## src/rtl/riscv_mc_pkg.sv

```systemverilog
// -----------------------------------------------------------------------------
// riscv_mc_pkg
// Shared definitions for the multicycle RISC-V control path.
// Contents:
//   state_t        - FSM state encoding (4 bits, FETCH = 0)
//   OP_*           - opcode constants for the supported instruction classes
//   ALUOP_*        - ALUOp codes passed from the FSM to the ALU decoder
//   ALUCTL_*       - ALUControl encoding of the single-cycle core
//   op_supported() - true for every opcode the FSM can execute
// -----------------------------------------------------------------------------
package riscv_mc_pkg;

    typedef enum logic [3:0] {
        S_FETCH    = 4'd0,
        S_DECODE   = 4'd1,
        S_MEMADR   = 4'd2,
        S_MEMREAD  = 4'd3,
        S_MEMWB    = 4'd4,
        S_MEMWRITE = 4'd5,
        S_EXECUTER = 4'd6,
        S_EXECUTEI = 4'd7,
        S_ALUWB    = 4'd8,
        S_BEQ      = 4'd9,
        S_JAL      = 4'd10
    } state_t;

    localparam logic [6:0] OP_LW    = 7'b0000011;
    localparam logic [6:0] OP_SW    = 7'b0100011;
    localparam logic [6:0] OP_RTYPE = 7'b0110011;
    localparam logic [6:0] OP_ITYPE = 7'b0010011;
    localparam logic [6:0] OP_BEQ   = 7'b1100011;
    localparam logic [6:0] OP_JAL   = 7'b1101111;

    localparam logic [1:0] ALUOP_ADD   = 2'b00;
    localparam logic [1:0] ALUOP_SUB   = 2'b01;
    localparam logic [1:0] ALUOP_FUNCT = 2'b10;

    localparam logic [2:0] ALUCTL_ADD = 3'b000;
    localparam logic [2:0] ALUCTL_SUB = 3'b001;
    localparam logic [2:0] ALUCTL_AND = 3'b010;
    localparam logic [2:0] ALUCTL_OR  = 3'b011;
    localparam logic [2:0] ALUCTL_SLT = 3'b101;

    // An opcode outside this set retires in DECODE without side effects.
    function automatic logic op_supported(input logic [6:0] op);
        logic ok;
        case (op)
            OP_LW, OP_SW, OP_RTYPE, OP_ITYPE, OP_BEQ, OP_JAL: ok = 1'b1;
            default:                                          ok = 1'b0;
        endcase
        return ok;
    endfunction

endpackage

```

## src/rtl/ALU_Decoder.sv

```systemverilog
// -----------------------------------------------------------------------------
// ALU_Decoder
// Combinational ALUControl generation shared with the single-cycle core.
// Ports:
//   opb5       in  bit 5 of the opcode (1 for R-type, 0 for I-type ALU ops)
//   funct3     in  instruction funct3 field
//   funct7b5   in  bit 5 of funct7 (selects sub over add for R-type)
//   ALUOp      in  operation class from the control FSM
//   ALUControl out ALU operation select
// -----------------------------------------------------------------------------
module ALU_Decoder
    import riscv_mc_pkg::*;
(
    input  logic       opb5,
    input  logic [2:0] funct3,
    input  logic       funct7b5,
    input  logic [1:0] ALUOp,
    output logic [2:0] ALUControl
);

    logic rtype_sub_s;

    // Map ALUOp plus function fields onto the ALU operation select.
    always_comb begin
        // addi with immediate bit 10 set must not become sub, hence opb5.
        rtype_sub_s = opb5 & funct7b5;
        ALUControl  = ALUCTL_ADD;
        case (ALUOp)
            ALUOP_ADD: ALUControl = ALUCTL_ADD;
            ALUOP_SUB: ALUControl = ALUCTL_SUB;
            ALUOP_FUNCT: begin
                case (funct3)
                    3'b000: begin
                        if (rtype_sub_s) begin
                            ALUControl = ALUCTL_SUB;
                        end else begin
                            ALUControl = ALUCTL_ADD;
                        end
                    end
                    3'b010:  ALUControl = ALUCTL_SLT;
                    3'b110:  ALUControl = ALUCTL_OR;
                    3'b111:  ALUControl = ALUCTL_AND;
                    default: ALUControl = ALUCTL_ADD;
                endcase
            end
            default: ALUControl = ALUCTL_ADD;
        endcase
    end

endmodule

```

## src/rtl/multicycle_control_fsm.sv

```systemverilog
// -----------------------------------------------------------------------------
// multicycle_control_fsm
// Moore control FSM of a multicycle RISC-V core with a unified, stallable
// memory. Memory states (FETCH, MEMREAD, MEMWRITE) hold until mem_ready.
// Ports:
//   clk, rst            clock, asynchronous active-low reset
//   Op, funct3, funct7  fields of the instruction register
//   Zero                ALU zero flag (branch resolution)
//   mem_ready           memory completes the current access this cycle
//   PCWrite, AdrSrc, MemWrite, IRWrite, RegWrite   datapath enables/selects
//   ResultSrc, ALUSrcA, ALUSrcB, ImmSrc            datapath mux selects
//   ALUControl          ALU operation select
//   instr_done          one-cycle pulse in the last cycle of each instruction
//   state               current state register (debug)
// -----------------------------------------------------------------------------
module multicycle_control_fsm
    import riscv_mc_pkg::*;
#(
    parameter int STATE_W = 4
) (
    input  logic               clk,
    input  logic               rst,
    input  logic [6:0]         Op,
    input  logic [2:0]         funct3,
    input  logic [6:0]         funct7,
    input  logic               Zero,
    input  logic               mem_ready,
    output logic               PCWrite,
    output logic               AdrSrc,
    output logic               MemWrite,
    output logic               IRWrite,
    output logic               RegWrite,
    output logic               instr_done,
    output logic [1:0]         ResultSrc,
    output logic [1:0]         ALUSrcA,
    output logic [1:0]         ALUSrcB,
    output logic [1:0]         ImmSrc,
    output logic [2:0]         ALUControl,
    output logic [STATE_W-1:0] state
);

    state_t     state_r;
    state_t     next_state_s;

    logic       branch_s;
    logic       pc_update_s;
    logic       ir_write_s;
    logic       mem_write_s;
    logic       reg_write_s;
    logic       instr_done_s;
    logic       adr_src_s;
    logic [1:0] result_src_s;
    logic [1:0] alu_src_a_s;
    logic [1:0] alu_src_b_s;
    logic [1:0] alu_op_s;

    // Only funct7[5] influences the ALU; the other bits are deliberately ignored.
    logic       unused_funct7_s;
    assign unused_funct7_s = ^{funct7[6], funct7[4:0]};

    // State register; reset returns to FETCH asynchronously.
    always_ff @(posedge clk or negedge rst) begin
        if (!rst) begin
            state_r <= S_FETCH;
        end else begin
            state_r <= next_state_s;
        end
    end

    // Next-state logic; memory states wait for mem_ready.
    always_comb begin
        next_state_s = state_r;
        case (state_r)
            S_FETCH: begin
                if (mem_ready) begin
                    next_state_s = S_DECODE;
                end else begin
                    next_state_s = S_FETCH;
                end
            end
            S_DECODE: begin
                case (Op)
                    OP_LW, OP_SW: next_state_s = S_MEMADR;
                    OP_RTYPE:     next_state_s = S_EXECUTER;
                    OP_ITYPE:     next_state_s = S_EXECUTEI;
                    OP_BEQ:       next_state_s = S_BEQ;
                    OP_JAL:       next_state_s = S_JAL;
                    default:      next_state_s = S_FETCH;
                endcase
            end
            S_MEMADR: begin
                if (Op == OP_LW) begin
                    next_state_s = S_MEMREAD;
                end else if (Op == OP_SW) begin
                    next_state_s = S_MEMWRITE;
                end else begin
                    // IR is stable, so this is only reachable by a corrupted state.
                    next_state_s = S_FETCH;
                end
            end
            S_MEMREAD: begin
                if (mem_ready) begin
                    next_state_s = S_MEMWB;
                end else begin
                    next_state_s = S_MEMREAD;
                end
            end
            S_MEMWRITE: begin
                if (mem_ready) begin
                    next_state_s = S_FETCH;
                end else begin
                    next_state_s = S_MEMWRITE;
                end
            end
            S_EXECUTER, S_EXECUTEI, S_JAL: next_state_s = S_ALUWB;
            S_MEMWB, S_ALUWB, S_BEQ:       next_state_s = S_FETCH;
            default:                       next_state_s = S_FETCH;
        endcase
    end

    // Per-state output decode; mem_ready qualifies the memory-completion effects.
    always_comb begin
        branch_s     = 1'b0;
        pc_update_s  = 1'b0;
        ir_write_s   = 1'b0;
        mem_write_s  = 1'b0;
        reg_write_s  = 1'b0;
        instr_done_s = 1'b0;
        adr_src_s    = 1'b0;
        result_src_s = 2'b00;
        alu_src_a_s  = 2'b00;
        alu_src_b_s  = 2'b00;
        alu_op_s     = ALUOP_ADD;
        case (state_r)
            S_FETCH: begin
                // A stalled fetch must neither load the IR nor advance the PC.
                ir_write_s   = mem_ready;
                pc_update_s  = mem_ready;
                alu_src_b_s  = 2'b10;
                result_src_s = 2'b10;
            end
            S_DECODE: begin
                alu_src_a_s  = 2'b01;
                alu_src_b_s  = 2'b01;
                instr_done_s = ~op_supported(Op);
            end
            S_MEMADR: begin
                alu_src_a_s = 2'b10;
                alu_src_b_s = 2'b01;
            end
            S_MEMREAD: begin
                adr_src_s = 1'b1;
            end
            S_MEMWRITE: begin
                adr_src_s    = 1'b1;
                mem_write_s  = 1'b1;
                instr_done_s = mem_ready;
            end
            S_MEMWB: begin
                result_src_s = 2'b01;
                reg_write_s  = 1'b1;
                instr_done_s = 1'b1;
            end
            S_EXECUTER: begin
                alu_src_a_s = 2'b10;
                alu_op_s    = ALUOP_FUNCT;
            end
            S_EXECUTEI: begin
                alu_src_a_s = 2'b10;
                alu_src_b_s = 2'b01;
                alu_op_s    = ALUOP_FUNCT;
            end
            S_ALUWB: begin
                reg_write_s  = 1'b1;
                instr_done_s = 1'b1;
            end
            S_BEQ: begin
                alu_src_a_s  = 2'b10;
                alu_op_s     = ALUOP_SUB;
                branch_s     = 1'b1;
                instr_done_s = 1'b1;
            end
            S_JAL: begin
                alu_src_a_s = 2'b01;
                alu_src_b_s = 2'b10;
                pc_update_s = 1'b1;
            end
            default: begin
                branch_s = 1'b0;
            end
        endcase
    end

    // Immediate format select straight from the opcode.
    always_comb begin
        case (Op)
            OP_LW, OP_ITYPE: ImmSrc = 2'b00;
            OP_SW:           ImmSrc = 2'b01;
            OP_BEQ:          ImmSrc = 2'b10;
            OP_JAL:          ImmSrc = 2'b11;
            default:         ImmSrc = 2'b00;
        endcase
    end

    ALU_Decoder u_alu_decoder (
        .opb5       (Op[5]),
        .funct3     (funct3),
        .funct7b5   (funct7[5]),
        .ALUOp      (alu_op_s),
        .ALUControl (ALUControl)
    );

    // While reset is held the state is already FETCH, but FETCH would still
    // follow mem_ready, so every write enable is masked by rst as well.
    assign PCWrite    = rst & ((branch_s & Zero) | pc_update_s);
    assign IRWrite    = rst & ir_write_s;
    assign MemWrite   = rst & mem_write_s;
    assign RegWrite   = rst & reg_write_s;
    assign instr_done = rst & instr_done_s;
    assign AdrSrc     = adr_src_s;
    assign ResultSrc  = result_src_s;
    assign ALUSrcA    = alu_src_a_s;
    assign ALUSrcB    = alu_src_b_s;
    assign state      = STATE_W'(state_r);

endmodule

```

## config.mk

```make
export PLATFORM = sky130hd
export DESIGN_NAME = multicycle_control_fsm
export DESIGN_NICKNAME = d
export VERILOG_FILES = /design/src/rtl/riscv_mc_pkg.sv /design/src/rtl/ALU_Decoder.sv /design/src/rtl/multicycle_control_fsm.sv
export SDC_FILE = /design/constraint.sdc
export NUM_CORES = 1
export LEC_CHECK = 0
export CORE_MARGIN = 5
export CORE_UTILIZATION = 31
export CTS_CLUSTER_DIAMETER = 30
export CTS_CLUSTER_SIZE = 8
export DETAILED_ROUTE_END_ITERATION = 10
export PLACE_DENSITY = 0.77
export SLEW_MARGIN = 20
export SYNTH_ARGS = -nofsm -noshare
export SYNTH_HDL_FRONTEND = slang
export SYNTH_SLANG_ARGS = --single-unit
```

## constraint.sdc

```tcl
create_clock -name clk -period 1.9 [get_ports clk]
set_input_delay 0.57 -clock clk [delete_from_list [all_inputs] [get_ports clk]]
set_output_delay 0.57 -clock clk [all_outputs]
set_load 0.05 [all_outputs]
```

==> results.json, run 1 <==
{
  "ys_types": 34,
  "die_w_um": 53.9,
  "cts_num_sinks": 4,
  "synth.largest_area_cell": "sky130_fd_sc_hd__dfrtp_1",
  "cts_post_setup_buffers_inserted": 13,
  "fraction_of_the_yosys_area_taken_by_sequential_cells": 0.168,
  "cts_hold_buf": 0,
  "htreeDepth": 1,
  "synth_top_cell_area_share": 0.168,
  "cts_made_buffers": 3,
  "die-height_um": 53.9,
  "post_synth.cell_area_avg_um2": 6.71,
  "synth.top_cells.by_area": "sky130_fd_sc_hd__dfrtp_1, sky130_fd_sc_hd__nor3_1, sky130_fd_sc_hd__nor2_1",
  "synthesis.area_um2": 597,
  "floorplan.initialDensity": 0.335,
  "clock_path_buffers": 2,
  "run_status": "aborted with a tool error",
  "mappedNetlistNets": 112,
  "ioPinCount": 42,
  "finalWeightedCongestion": 0.851,
  "hpwl_um": 2750,
  "cells_after_synthesis": 89,
  "ys_seq_elements": 4,
  "firstError": "[ERROR DPL-0038] Utilization greater than 100%, impossible to legalize",
  "place.port_buffers": 35,
  "cts-root-buf": "sky130_fd_sc_hd__clkbuf_4",
  "core.rowCount": 15,
  "post_cts.resized_instances": 59,
  "yosysWarnings": 0,
  "haltStage": "clock tree synthesis (4_1_cts)"
}
==> cells in the mapped netlist (all sizes together) <==
cell,instances
or3,3
nand3,4
nor3b,3
buf,2
a22o,1
clkbuf,3
dfrtp,4
nor2b,3
o21ai,3
nand4,1
ha,2
and3,3
nor3,9
o32ai,1
nor4,1
o21bai,1
a2111oi,1
and2,1
and4b,1
o31ai,1
a21boi,1
o22a,1
nand2,7
nand2b,4
xnor2,2
inv,5
a21oi,5
a31oi,2
or4b,2
o21a,2
nor2,10
==> metrics by stage <==
step	setup TNS (ns)	instance area, um2	cells	setup WS (ns)
3_5_place_dp	-4.76	1620	180	-0.746
3_3_place_gp	-3.90	1620	180	-0.681
2_1_floorplan	-3.79	807	89	-0.544
==> cells by family after synthesis <==
logic type / count (synthesis) / synth area share
AND/OR/NAND/NOR: 52 / 0.482
AO/OA/AOI/OAI: 19 / 0.210
buffers and inverters: 10 / 0.0692
flip-flops: 4 / 0.168
XOR/XNOR: 2 / 0.0294
adder cells (fa/ha/maj): 2 / 0.0419
==> inputs of run 2 (changes only) <==
CORE_AREA = 5 5 66 68   (was default)
CORE_MARGIN = default   (was 5)
CORE_UTILIZATION = default   (was 31)
CTS_CLUSTER_DIAMETER = default   (was 30)
CTS_CLUSTER_SIZE = default   (was 8)
DIE_AREA = 0 0 71 73   (was default)
PLACE_DENSITY = default   (was 0.77)
PLACE_DENSITY_LB_ADDON = 0.15   (was default)
clock period = 2.5 ns   (was 1.9 ns; I/O delays follow)
==> run 2 against run 1 <==
Compared with the run above:
- the run now ends clean
- synthesized cell count stayed put
- area after synthesis stayed put
==> results.json, run 2 <==
{
  "layout_setup_ws_ns": 0.0262,
  "post_synth_and_or_nand_nor_area_fraction": 0.482,
  "timing.clock.skew_ns": 0.00249,
  "design.final.nets": 171,
  "ys.flop_type": "sky130_fd_sc_hd__dfrtp_1",
  "highest_count_cells_in_the_layout_ignoring_fill_and_taps": "sky130_fd_sc_hd__buf_4, sky130_fd_sc_hd__buf_12, sky130_fd_sc_hd__dlygate4sd2_1, sky130_fd_sc_hd__nand2_1",
  "cell_at_the_slowest_stage_of_the_critical_path": "sky130_fd_sc_hd__or3_4",
  "dominant_combinational_cell_family_by_area_after_synthesis": "simple AND/OR/NAND/NOR gates",
  "grt_setup_unrepaired": "yes",
  "avgRoutedWirePerCell_um": 11.7,
  "cts_hold_buf": 0,
  "floorplan.initialDensity": 0.157,
  "max_slew.worst_pin.slew_ns": 0.246,
  "cp_data_required_time_ns": 1.75,
  "worst_slew_margin_rel": 0.835,
  "drt_pass1_iterations": 4,
  "htreeDepth": 1,
  "ioPinCount": 42,
  "fmaxAchievable_ghz": 0.404,
  "post_synth_xor_area_fraction": 0.0294,
  "critical_path.endpoint_type": "primary output",
  "fraction_of_the_yosys_area_taken_by_sequential_cells": 0.168,
  "post_route_minimum_period_ns": 2.47,
  "most_common_library_cell_in_the_layout_ignoring_fill_and_taps": "sky130_fd_sc_hd__buf_4",
  "cts_num_sinks": 4,
  "mappedNetlistNets": 112,
  "grt_pass1_vias": 874,
  "power_internal_uw": 279,
  "power_per_cell_area_nw_per_um2": 284,
  "fraction_of_layout_cells_with_a_size_suffix_above_1": 0.603,
  "areaGrowthSynthToFinish_pct": 152,
  "maximum_number_of_pins_on_one_net_before_global_route_repair": 15,
  "grt-ovfl-total": 0,
  "synthesis.area_um2": 597,
  "die_w_um": 71,
  "final-setup-viol-count": 0,
  "synth.largest_area_cell": "sky130_fd_sc_hd__dfrtp_1",
  "pwr-share-clk": 0.313,
  "yosysWarnings": 0,
  "clk-insertion-delay-late_ns": 0.21,
  "critical_path.top_delay_family": "simple AND/OR/NAND/NOR gates",
  "run_status": "completed",
  "power.sequential.fraction": 0.164,
  "synth_top_cell_area_share": 0.168,
  "antenna_left": 0,
  "clock_path_buffers": 2,
  "hpwl_um": 1950,
  "cells_after_synthesis": 89,
  "switching_share": 0.344,
  "drc_violations_left": 0,
  "muxShareOfSynthArea": 0,
  "cts_made_buffers": 3,
  "drv.max_cap_violation_count": 0,
  "critical_path_cell_count": 6,
  "grt_pass1_wl_um": 3980,
  "share_comb_of_total_power": 0.523,
  "routed-via-count": 839,
  "synth.cells.most_frequent": "sky130_fd_sc_hd__nor2_1, sky130_fd_sc_hd__nor3_1, sky130_fd_sc_hd__nand2_1",
  "net-switching-power_uw": 147,
  "antenna_found_initial": 0,
  "count_of_cells_along_the_worst_register_to_register_path": 5,
  "hold_viol_final": 0,
  "post_synth_fa_ha_maj_area_fraction": 0.0419,
  "fin_crit_sh": 0.990,
  "die-height_um": 73,
  "ys_types": 34,
  "post_synthesis_compound_gate_area_fraction": 0.210,
  "n_antenna_cell": 0,
  "grt.total_usage": 0.0946,
  "cp_cell_sequence": "buf_2, or3_4, nor2_4, o32ai_2, and2_4, buf_12",
  "max_slew_violation_count": 0,
  "place_worst_setup_slack_ns": -0.475,
  "max_fanout_on_critical_path": 3,
  "clock_tree_from_tritoncts": "built",
  "post_synth.cell_area_avg_um2": 6.71,
  "core.rowCount": 23,
  "critical_path_buf_inv_count": 2,
  "cpPeakStageDelay_ns": 0.40,
  "clkSlewWorstSetupHoldPaths_ns": 0.03,
  "max-vdd-ir-drop_v": 0.0000930,
  "ys_async_sr_fraction": 1.00,
  "crit_arrival_ns": 1.72,
  "crit_path_start_kind": "primary input",
  "finalWeightedCongestion": 0.816,
  "viasPerCell": 4.28,
  "synth.top_cells.by_area": "sky130_fd_sc_hd__dfrtp_1, sky130_fd_sc_hd__nor3_1, sky130_fd_sc_hd__nor2_1",
  "place.port_buffers": 35,
  "worst-setup-path-type": "in2out",
  "utilization": 0.395,
  "fp.dieArea_um2": 5180,
  "total_leakage_power_uw": 0.000654,
  "synth-edff-count": 0,
  "routed_wirelength_um": 2300,
  "ys_seq_elements": 4,
  "core_area_um2": 3800,
  "detail_route.iter0.violations": 29,
  "min-delay-path-class": "in2async",
  "largest_register_ffs": 4,
  "cts-root-buf": "sky130_fd_sc_hd__clkbuf_8"
}
[run 2: cell counts after synthesis]
No cell type changed its count.
[run 2: metrics by stage]
stage	hold slack [ns]	cells	setup TNS [ns]	total power, uW	area [um2]
floorplan	0.454	89	-0.382	178	749
global placement	0.589	191	-1.20	292	1430
detailed placement	0.588	191	-1.22	293	1430
CTS	0.589	195	-0.0225	428	1470
global route	0.622	196	-0.0509	450	1500
finish	0.594	196	0	426	1500
[run 2: kinds of logic after synthesis]
group | count (synthesis)
buffers and inverters | 10
flip-flops | 4
AND/OR/NAND/NOR | 52
XOR/XNOR | 2
adder cells (fa/ha/maj) | 2
AO/OA/AOI/OAI | 19
[run 2: layout make-up]
type	instances	area, um2
repair buffers	59	667
flip-flops and latches	4	105
fillers	437	2300
well taps	50	62.6
multi-input cells	75	607
clock buffers	3	41.3
inverters	5	18.8
[run 2: worst paths after layout]
path | start | endpoint | slack (ns)
max | Op[3] | instr_done | 0.03
min | rst | state[0] | 0.59
max reg2reg | state[1] | state[0] | 0.69
min reg2reg | state[3] | state[1] | 0.69
max in group asynchronous | rst | state[3] | 1.78
min in group clk | state[3] | state[1] | 0.69
[run 2: repair_timing]
item                                   CTS  global route
endpoints found under the hold margin    0             0
setup endpoints to repair                7             5
resized for setup                       41             6
setup buffers                            1             1
pin swaps                               11             7
[run 2: power by group through the flow]
| stage | Combinational [uW] | Sequential [uW] | Clock [uW] |
|---|---|---|---|
| 2_1_floorplan | 100 | 77.3 | 0 |
| 3_3_place_gp | 219 | 72.9 | 0 |
| 3_5_place_dp | 220 | 72.8 | 0 |
| 4_1_cts | 221 | 69.8 | 137 |
| 5_1_grt | 236 | 70.1 | 144 |
| 6_report | 223 | 69.8 | 134 |
[run 2: metal layers]
metal  track usage  share of wire  vias to the layer above
met4        0.0438         0.0091                        0
met1         0.113           0.42                      374
li1              -              -                      440
met3        0.0193          0.045                        2
met2         0.163           0.52                       23
met5             0              0                        -
Power figures use the tool's default switching activity.
